--- config.mk ---
export PLATFORM = sky130hd
export DESIGN_NAME = mem_burst_reader
export DESIGN_NICKNAME = d
export VERILOG_FILES = /design/src/rtl/mem_pkg.sv /design/src/rtl/burst_fifo.sv /design/src/rtl/mem_burst_reader.sv
export SDC_FILE = /design/constraint.sdc
export NUM_CORES = 1
export LEC_CHECK = 0
export CORE_MARGIN = 3
export CORE_UTILIZATION = 50
export DETAILED_ROUTE_END_ITERATION = 8
export PLACE_DENSITY = 0.71
export SLEW_MARGIN = 20
export SYNTH_ARGS = -nofsm -noshare
export SYNTH_HDL_FRONTEND = slang
export SYNTH_SLANG_ARGS = --single-unit
--- constraint.sdc ---
create_clock -name clk -period 4.8 [get_ports clk]
set_input_delay 1.2 -clock clk [delete_from_list [all_inputs] [get_ports clk]]
set_output_delay 1.2 -clock clk [all_outputs]
set_load 0.05 [all_outputs]
--- src/rtl/mem_pkg.sv ---
// Shared widths, latency and types for the main-memory burst reader.
package mem_pkg;
  localparam int ADDR_W     = 18;
  localparam int DATA_W     = 24;
  localparam int MEM_RD_LAT = 1;

  typedef logic [ADDR_W-1:0]     addr_t;
  typedef logic [DATA_W-1:0]     word_t;
  typedef logic [MEM_RD_LAT-1:0] rd_pipe_t;

  typedef enum logic [1:0] {IDLE, ISSUE, DRAIN} burst_state_t;
endpackage

--- src/rtl/burst_fifo.sv ---
// Show-ahead FIFO: dout presents the oldest entry whenever valid is high.
module burst_fifo #(
  parameter int W     = 25,
  parameter int DEPTH = 4,
  parameter int CNT_W = $clog2(DEPTH) + 1
) (
  input  logic             clk,
  input  logic             rst_n,
  input  logic             push,
  input  logic [W-1:0]     din,
  input  logic             pop,
  output logic [W-1:0]     dout,
  output logic             valid,
  output logic [CNT_W-1:0] count
);
  localparam int PTR_W = $clog2(DEPTH);

  logic [W-1:0]     mem [DEPTH];
  logic [PTR_W-1:0] wr_ptr, rd_ptr;
  logic             pop_ok;

  assign valid  = (count != '0);
  assign pop_ok = pop && valid;
  assign dout   = mem[rd_ptr];

  // Pointers wrap naturally because DEPTH is a power of two.
  always_ff @(posedge clk or negedge rst_n) begin
    if (!rst_n) begin
      for (int i = 0; i < DEPTH; i++) mem[i] <= '0;
      wr_ptr <= '0;
      rd_ptr <= '0;
      count  <= '0;
    end else begin
      if (push) begin
        mem[wr_ptr] <= din;
        wr_ptr      <= wr_ptr + PTR_W'(1);
      end
      if (pop_ok) rd_ptr <= rd_ptr + PTR_W'(1);
      case ({push, pop_ok})
        2'b10:   count <= count + CNT_W'(1);
        2'b01:   count <= count - CNT_W'(1);
        default: count <= count;
      endcase
    end
  end

  always_ff @(posedge clk) begin
    if (rst_n && push && !pop_ok) assert (count != CNT_W'(DEPTH));
  end
endmodule

--- src/rtl/mem_burst_reader.sv ---
// Sequential burst read engine for mainMemory port A, streaming words over valid/ready.
// Define MEM_BURST_STRIDE_EN to add a per-burst address stride input.
module mem_burst_reader
  import mem_pkg::*;
#(
  parameter int ADDR_W     = mem_pkg::ADDR_W,
  parameter int DATA_W     = mem_pkg::DATA_W,
  parameter int LEN_W      = 18,
  parameter int FIFO_DEPTH = 4
) (
  input  logic              clk,
  input  logic              rst_n,
  input  logic              start,
  input  logic [ADDR_W-1:0] base_addr,
  input  logic [LEN_W-1:0]  length,
`ifdef MEM_BURST_STRIDE_EN
  input  logic [ADDR_W-1:0] stride,
`endif
  output logic              busy,
  output logic              done,
  output logic [ADDR_W-1:0] mem_addr,
  output logic              mem_wren,
  input  logic [DATA_W-1:0] mem_q,
  output logic              out_valid,
  input  logic              out_ready,
  output logic [DATA_W-1:0] out_data,
  output logic              out_last,
  output burst_state_t      dbg_state
);
  // Handshake: a beat moves on a rising edge where out_valid && out_ready;
  // while out_valid && !out_ready, out_data and out_last are held.
  localparam int CNT_W = $clog2(FIFO_DEPTH) + 1;

  burst_state_t      state, state_n;
  logic [ADDR_W-1:0] addr_r, step;
  logic [LEN_W-1:0]  rem_r;
  rd_pipe_t          rd_vld, rd_last;
  logic              accept, issue, finish, zero_len, fifo_pop;
  logic [CNT_W-1:0]  fifo_count, credit_used;
  logic [DATA_W:0]   fifo_dout;

`ifdef MEM_BURST_STRIDE_EN
  logic [ADDR_W-1:0] stride_r;
  assign step = stride_r;
`else
  assign step = ADDR_W'(1);
`endif

  // Words already buffered plus reads still returning must never exceed the FIFO.
  assign credit_used = fifo_count + CNT_W'($countones(rd_vld));
  assign zero_len    = (state == IDLE) && start && (length == '0);

  always_comb begin
    state_n = state;
    accept  = 1'b0;
    issue   = 1'b0;
    finish  = 1'b0;
    case (state)
      IDLE: begin
        if (start && length != '0) begin
          accept  = 1'b1;
          state_n = ISSUE;
        end
      end
      ISSUE: begin
        if (credit_used < CNT_W'(FIFO_DEPTH)) begin
          issue = 1'b1;
          if (rem_r == LEN_W'(1)) state_n = DRAIN;
        end
      end
      DRAIN: begin
        if (rd_vld == '0 && fifo_count == '0) begin
          finish  = 1'b1;
          state_n = IDLE;
        end
      end
      default: state_n = IDLE;
    endcase
  end

  always_ff @(posedge clk or negedge rst_n) begin
    if (!rst_n) state <= IDLE;
    else        state <= state_n;
  end

  always_ff @(posedge clk or negedge rst_n) begin
    if (!rst_n) begin
      addr_r   <= '0;
      rem_r    <= '0;
      mem_addr <= '0;
      rd_vld   <= '0;
      rd_last  <= '0;
      done     <= 1'b0;
`ifdef MEM_BURST_STRIDE_EN
      stride_r <= '0;
`endif
    end else begin
      done    <= finish || zero_len;
      rd_vld  <= rd_pipe_t'(issue);
      rd_last <= rd_pipe_t'(issue && rem_r == LEN_W'(1));
      if (accept) begin
        addr_r   <= base_addr;
        rem_r    <= length;
`ifdef MEM_BURST_STRIDE_EN
        stride_r <= stride;
`endif
      end
      if (issue) begin
        mem_addr <= addr_r;
        addr_r   <= addr_r + step;
        rem_r    <= rem_r - LEN_W'(1);
      end
    end
  end

  assign fifo_pop  = out_valid && out_ready;
  assign busy      = (state != IDLE);
  assign mem_wren  = 1'b0;
  assign dbg_state = state;
  assign {out_last, out_data} = fifo_dout;

  burst_fifo #(
    .W     (DATA_W + 1),
    .DEPTH (FIFO_DEPTH),
    .CNT_W (CNT_W)
  ) u_fifo (
    .clk   (clk),
    .rst_n (rst_n),
    .push  (rd_vld[MEM_RD_LAT-1]),
    .din   ({rd_last[MEM_RD_LAT-1], mem_q}),
    .pop   (fifo_pop),
    .dout  (fifo_dout),
    .valid (out_valid),
    .count (fifo_count)
  );
endmodule
# Word-level counts from Yosys, hierarchy flattened
# Index checks and enable logic that the tools add are counted.
[word_totals] regBits=166 in_bits=64 word_cells=77
[classes] add_sub_neg=7 n_lt_le_gt_ge=4 eq_ne=9 mux=22 n_bitwise=3 reduce_logical=18
[ops] op="$bwmux 100" count=1
[ops] op="$mux 25" count=3
[ops] op="$mux 18" count=4
[ops] op="$bmux 25 s2" count=1
[ops] op="$demux 25 s2" count=1
[ops] op="$add 18x1->18 const B" count=1
[ops] op="$eq 18x1->1 const B" count=1
[ops] op="$logic_not 18->1" count=1
[ops] op="$reduce_bool 18->1" count=1
[ops] op="$sub 18x1->18 const B" count=1
[ops] op="$logic_and 1x1->1" count=8
[ops] op="$mux 2" count=4
[ops] op="$ge 3x3->1 const B" count=2
[ops] op="$mux 1" count=6
[ops] op="$ne 2x2->1 const B" count=3
[ops] op="$not 2->3" count=2
[ops] op="$pmux 2 s3" count=1
[ops] op="$pmux 3 s2" count=1
[ops] op="$reduce_bool 2->1" count=3
[ops] op="$add 2x1->2 const B" count=2
[ops] op="$eq 2x1->1 const B" count=2
[ops] op="$eq 2x2->1 const B" count=2
[ops] op="$reduce_and 4->1" count=1
[ops] op="$add 3x1->3" count=1
[ops] op="10 further kinds" count=10

# Depth between registers and ports, before layout
[depth] depth_word=6 depth_mapped=8

# Cells and area by module
# Synthesis repeated with hierarchy kept, for this count alone.
[hier_totals] cells_unflattened=636 area_unflattened_um2=8231.6
[by_module_without_submodules] module="burst_fifo" instances=1 cells_each=276 area_each_um2=5101.1 seq_area_each_um2=2677.6
[by_module_without_submodules] module="mem_burst_reader" instances=1 cells_each=360 area_each_um2=3130.5 seq_area_each_um2=1476.4

# Least setup slack after synthesis
# OpenSTA, ideal clock, no wires.
[synth_path] kind="register -> output" from="reg u_fifo.rd_ptr[0]" to="out out_data[10]" t_arrival_ps=1556 required_ps=3600 path_slack_ps=2044 stages_incl_launch_ff=4 n_path_buf=2 cell_sequence="dfrtp_1 > buf_2 > buf_2 > mux4_2"
[synth_between] elab_chain_cells=4
[synth_lines] element="start, declared" line_no="burst_fifo.sv:19" rtl="logic [PTR_W-1:0] wr_ptr, rd_ptr;"
[synth_lines] element="start signal, assigned" line_no="burst_fifo.sv:38" rtl="if (pop_ok) rd_ptr <= rd_ptr + PTR_W'(1);"
[synth_lines] element="$not 2->3 (not written as such)" line_no="burst_fifo.sv:24" rtl="assign dout = mem[rd_ptr];"
[synth_lines] element="$bmux 25 s2" line_no="burst_fifo.sv:24"
[synth_lines] element="$mux 25 (not written as such) (2 in a row)" line_no="burst_fifo.sv:24"
[synth_lines] element="end, declared" line_no="mem_burst_reader.sv:26" rtl="output logic [DATA_W-1:0] out_data,"
# No other way between the ends. The select of a mux whose other input is x is not followed.

# Worst setup path after layout
[layout_path] from="reg u_fifo.rd_ptr[0]" to="out out_data[16]"
# Same word-level chain as after synthesis.

==> results.yml <==
outcome:
  status: "completed"
synth:
  ys_dominant_reg_cell: "dfrtp_1"
  seq_area_frac_synth: 0.5361
  syn_area_sq_um: 7749
  synth_edf_count: 0
  syn_nets: 684
  ys_types: 71
  async_flop_share: 1.000
  syn_area_per_cell_sq_um: 12.68
  synth-seq-cells: 166
  syn_inst: 611
  ys_warn_count: 0
critical_path:
  cp.arrival_ps: 2800
  crit_type: "flop to output port"
  path_max_fanout: 27
  worst_setup_path_start_kind: "flop"
  crit_path_end_kind: "output port"
  required_ps: 3600
layout:
  multi_input_area_sq_um: 3388
  diodes: 0
  layout_commonest_cell: "dfrtp_1"
  n_fill_cell: 1130
  drive_gt1_frac: 0.2500
  areaGrowthSynthToFinish_pct: 24.12
  nNetsFinal: 792
  regArea_sq_um: 4155
  fin_cells: 916
  final_cell_mix: "dfrtp_1 (165), clkdlybuf4s50_1 (110), mux2_2 (100), nand2_1 (78), nor2_1 (34)"
clock_tree:
  post_cts_buffers: 0
  path_clk_slew_ps: 60
  clk_latency_ps: 420
  hold_buffers: 0
  cts_tree: "built"
  cts_sinks: 166
  cts_max_path_buffers: 2
  cts_buffers: 17
  htree_levels: 4
  postCtsResizedCells: 0
  cts-root-buf: "clkbuf_16"
drt:
  initialDrtViolationCount: 316
  post_drt_wl_per_cell_um: 18.94
  vias_per_cell: 5.870
  drt-total-wl_mm: 17.35
  final_antenna_net_count: 0
  drc_errors: 0
  drtPass1Iterations: 5
  num_vias: 5377
placement:
  place_worst_setup_slack_ps: 1199
  post-dp-hpwl_mm: 11.85
  dp_cells: 884
  io_buffer_count: 111
  gp_congestion: 0.8380
floorplan:
  dieArea_sq_um: 17030
  start_util: 0.5213
  core-area_sq_um: 14860
  io_pins: 113
  rows: 44
  dieWidth_um: 130.5
  fp.dieH_um: 130.5
sta:
  fin_crit_ps: 4001
  fin_crit_sh: 0.8335
  maxSlewViolCount: 0
  timing.slew.headroom: 0.3273
  tns_ps: 0
  clock.fmax_mhz: 250.0
  setup_viol: 0
  rsz0062_at_grt: "false"
  postLayoutSetupSlackWorst_ps: 799.4
  hold_violations: 0
  clock_skew_ps: 10.36
  worst_pin_slew_ps: 1009
grt:
  grt_max_degree: 102
  overflow: 0
  grt_antenna_before_repair: 0
  track_usage: 0.2136
  grt_pass1_wl_mm: 28.58
  grt_pass1_vias: 5707
hold_path:
  hold_path_class: "flop to flop"
power_and_ir_drop:
  ir_worst_vdd_mv: 0.3617
  power_density_nw_per_um2: 791.8
  leakagePower_uw: 0.004000
job:
  drv_cap: 0
[cell families after synthesis]
| kind of cell | Yosys count | synth area share |
|---|---|---|
| AOI/OAI and AO/OA | 73 | 0.07218 |
| xor gates and xnor gates | 8 | 0.009043 |
| adders and majority gates | 9 | 0.01550 |
| buffers and inverters | 46 | 0.02826 |
| DFF | 166 | 0.5361 |
| muxes | 128 | 0.2223 |
| other | 1 | 0.0004840 |
| and+or+nand+nor | 180 | 0.1161 |
[through the flow]
step	utilization	hold WS, ps	power [uW]	area, sq um
3_5_place_dp	0.6061	467.9	6267	9010
5_1_grt	0.6471	506.0	8045	9618
2_1_floorplan	-	450.0	5184	7749
6_report	0.6471	478.7	7615	9618
4_1_cts	0.6471	484.1	7679	9618
3_3_place_gp	0.6061	463.7	6126	9010
[layout make-up]
cell class / instances / share of cell area
Sequential cell: 166 / 0.4320
Multi-Input combinational cell: 399 / 0.3523
Timing Repair Buffer: 120 / 0.1227
Clock buffer: 22 / 0.04826
Tap cell: 184 / 0.02394
Clock inverter: 10 / 0.01496
Inverter: 15 / 0.005854
[cells in the mapped netlist (all sizes together) (2+ instances only)]
library cell  instances  area share
nand2                78       0.038
nor2                 35       0.018
mux2i                 3      0.0044
clkbuf               12      0.0058
inv                  15      0.0073
dfrtp               166        0.54
nor3                  7      0.0045
o21ai                16       0.010
a21oi                 7      0.0045
xor2                  5      0.0057
a211oi                5      0.0065
a221oi                2      0.0023
mux4                 25       0.073
nand4                 8      0.0065
o311ai                2      0.0023
buf                  19       0.015
ha                    8       0.013
and4                  2      0.0023
a21o                  2      0.0019
o22ai                 5      0.0040
mux2                100        0.15
o211ai                7      0.0074
a31oi                 3      0.0024
nor3b                 3      0.0036
and3                  5      0.0047
or4                   4      0.0044
nand3                19       0.014
a221o                 5      0.0065
and2                  2      0.0016
or3                   3      0.0024
or2                   2      0.0019
nand3b                2      0.0019
nor4                  7       0.010
xnor2                 3      0.0034
o221a                 5      0.0073
[final timing paths]
kind	start	to	slack, ps	cells after the start
setup reg to reg	rd_vld	rem_r[2]	1820	7
max in group asynchronous	rst_n	rem_r[8]	2890	2
hold reg to reg	mem_addr[15]	mem_addr[15]	480	2
hold / removal	mem_addr[15]	mem_addr[15]	480	2
setup / recovery	u_fifo.rd_ptr[0]	out_data[16]	800	2
min in group asynchronous	rst_n	u_fifo.mem[72]	850	1
[worst max-delay path: stages, from the launching register on]
cell             delay (ps)
dfrtp_2                1010
mux4_2                  650
clkdlybuf4s50_1         720
[per-layer routing]
| metal | global-route usage | part of all wire | up-vias |
|---|---|---|---|
| li1 | - | - | 2458 |
| met3 | 0.05081 | 0.050 | 13 |
| met5 | 0 | 0 | - |
| met4 | 0.05505 | 0.0086 | 0 |
| met1 | 0.2736 | 0.43 | 2757 |
| met2 | 0.3678 | 0.51 | 149 |
[report_power, final]
part,switching (uW),internal (uW)
logic,2000,1610
clock network,539,850
registers,557,2060
[registers in the layout, indices dropped and copies added (netlist names)]
register       cells
u_fifo.wr_ptr      2
u_fifo.mem       100
mem_addr          18
u_fifo.count       3
rd_last            1
addr_r            18
u_fifo.rd_ptr      2
dbg_state          2
rem_r             18
rd_vld             1
done               1
Note: power is estimated with default switching activity, not from simulation.
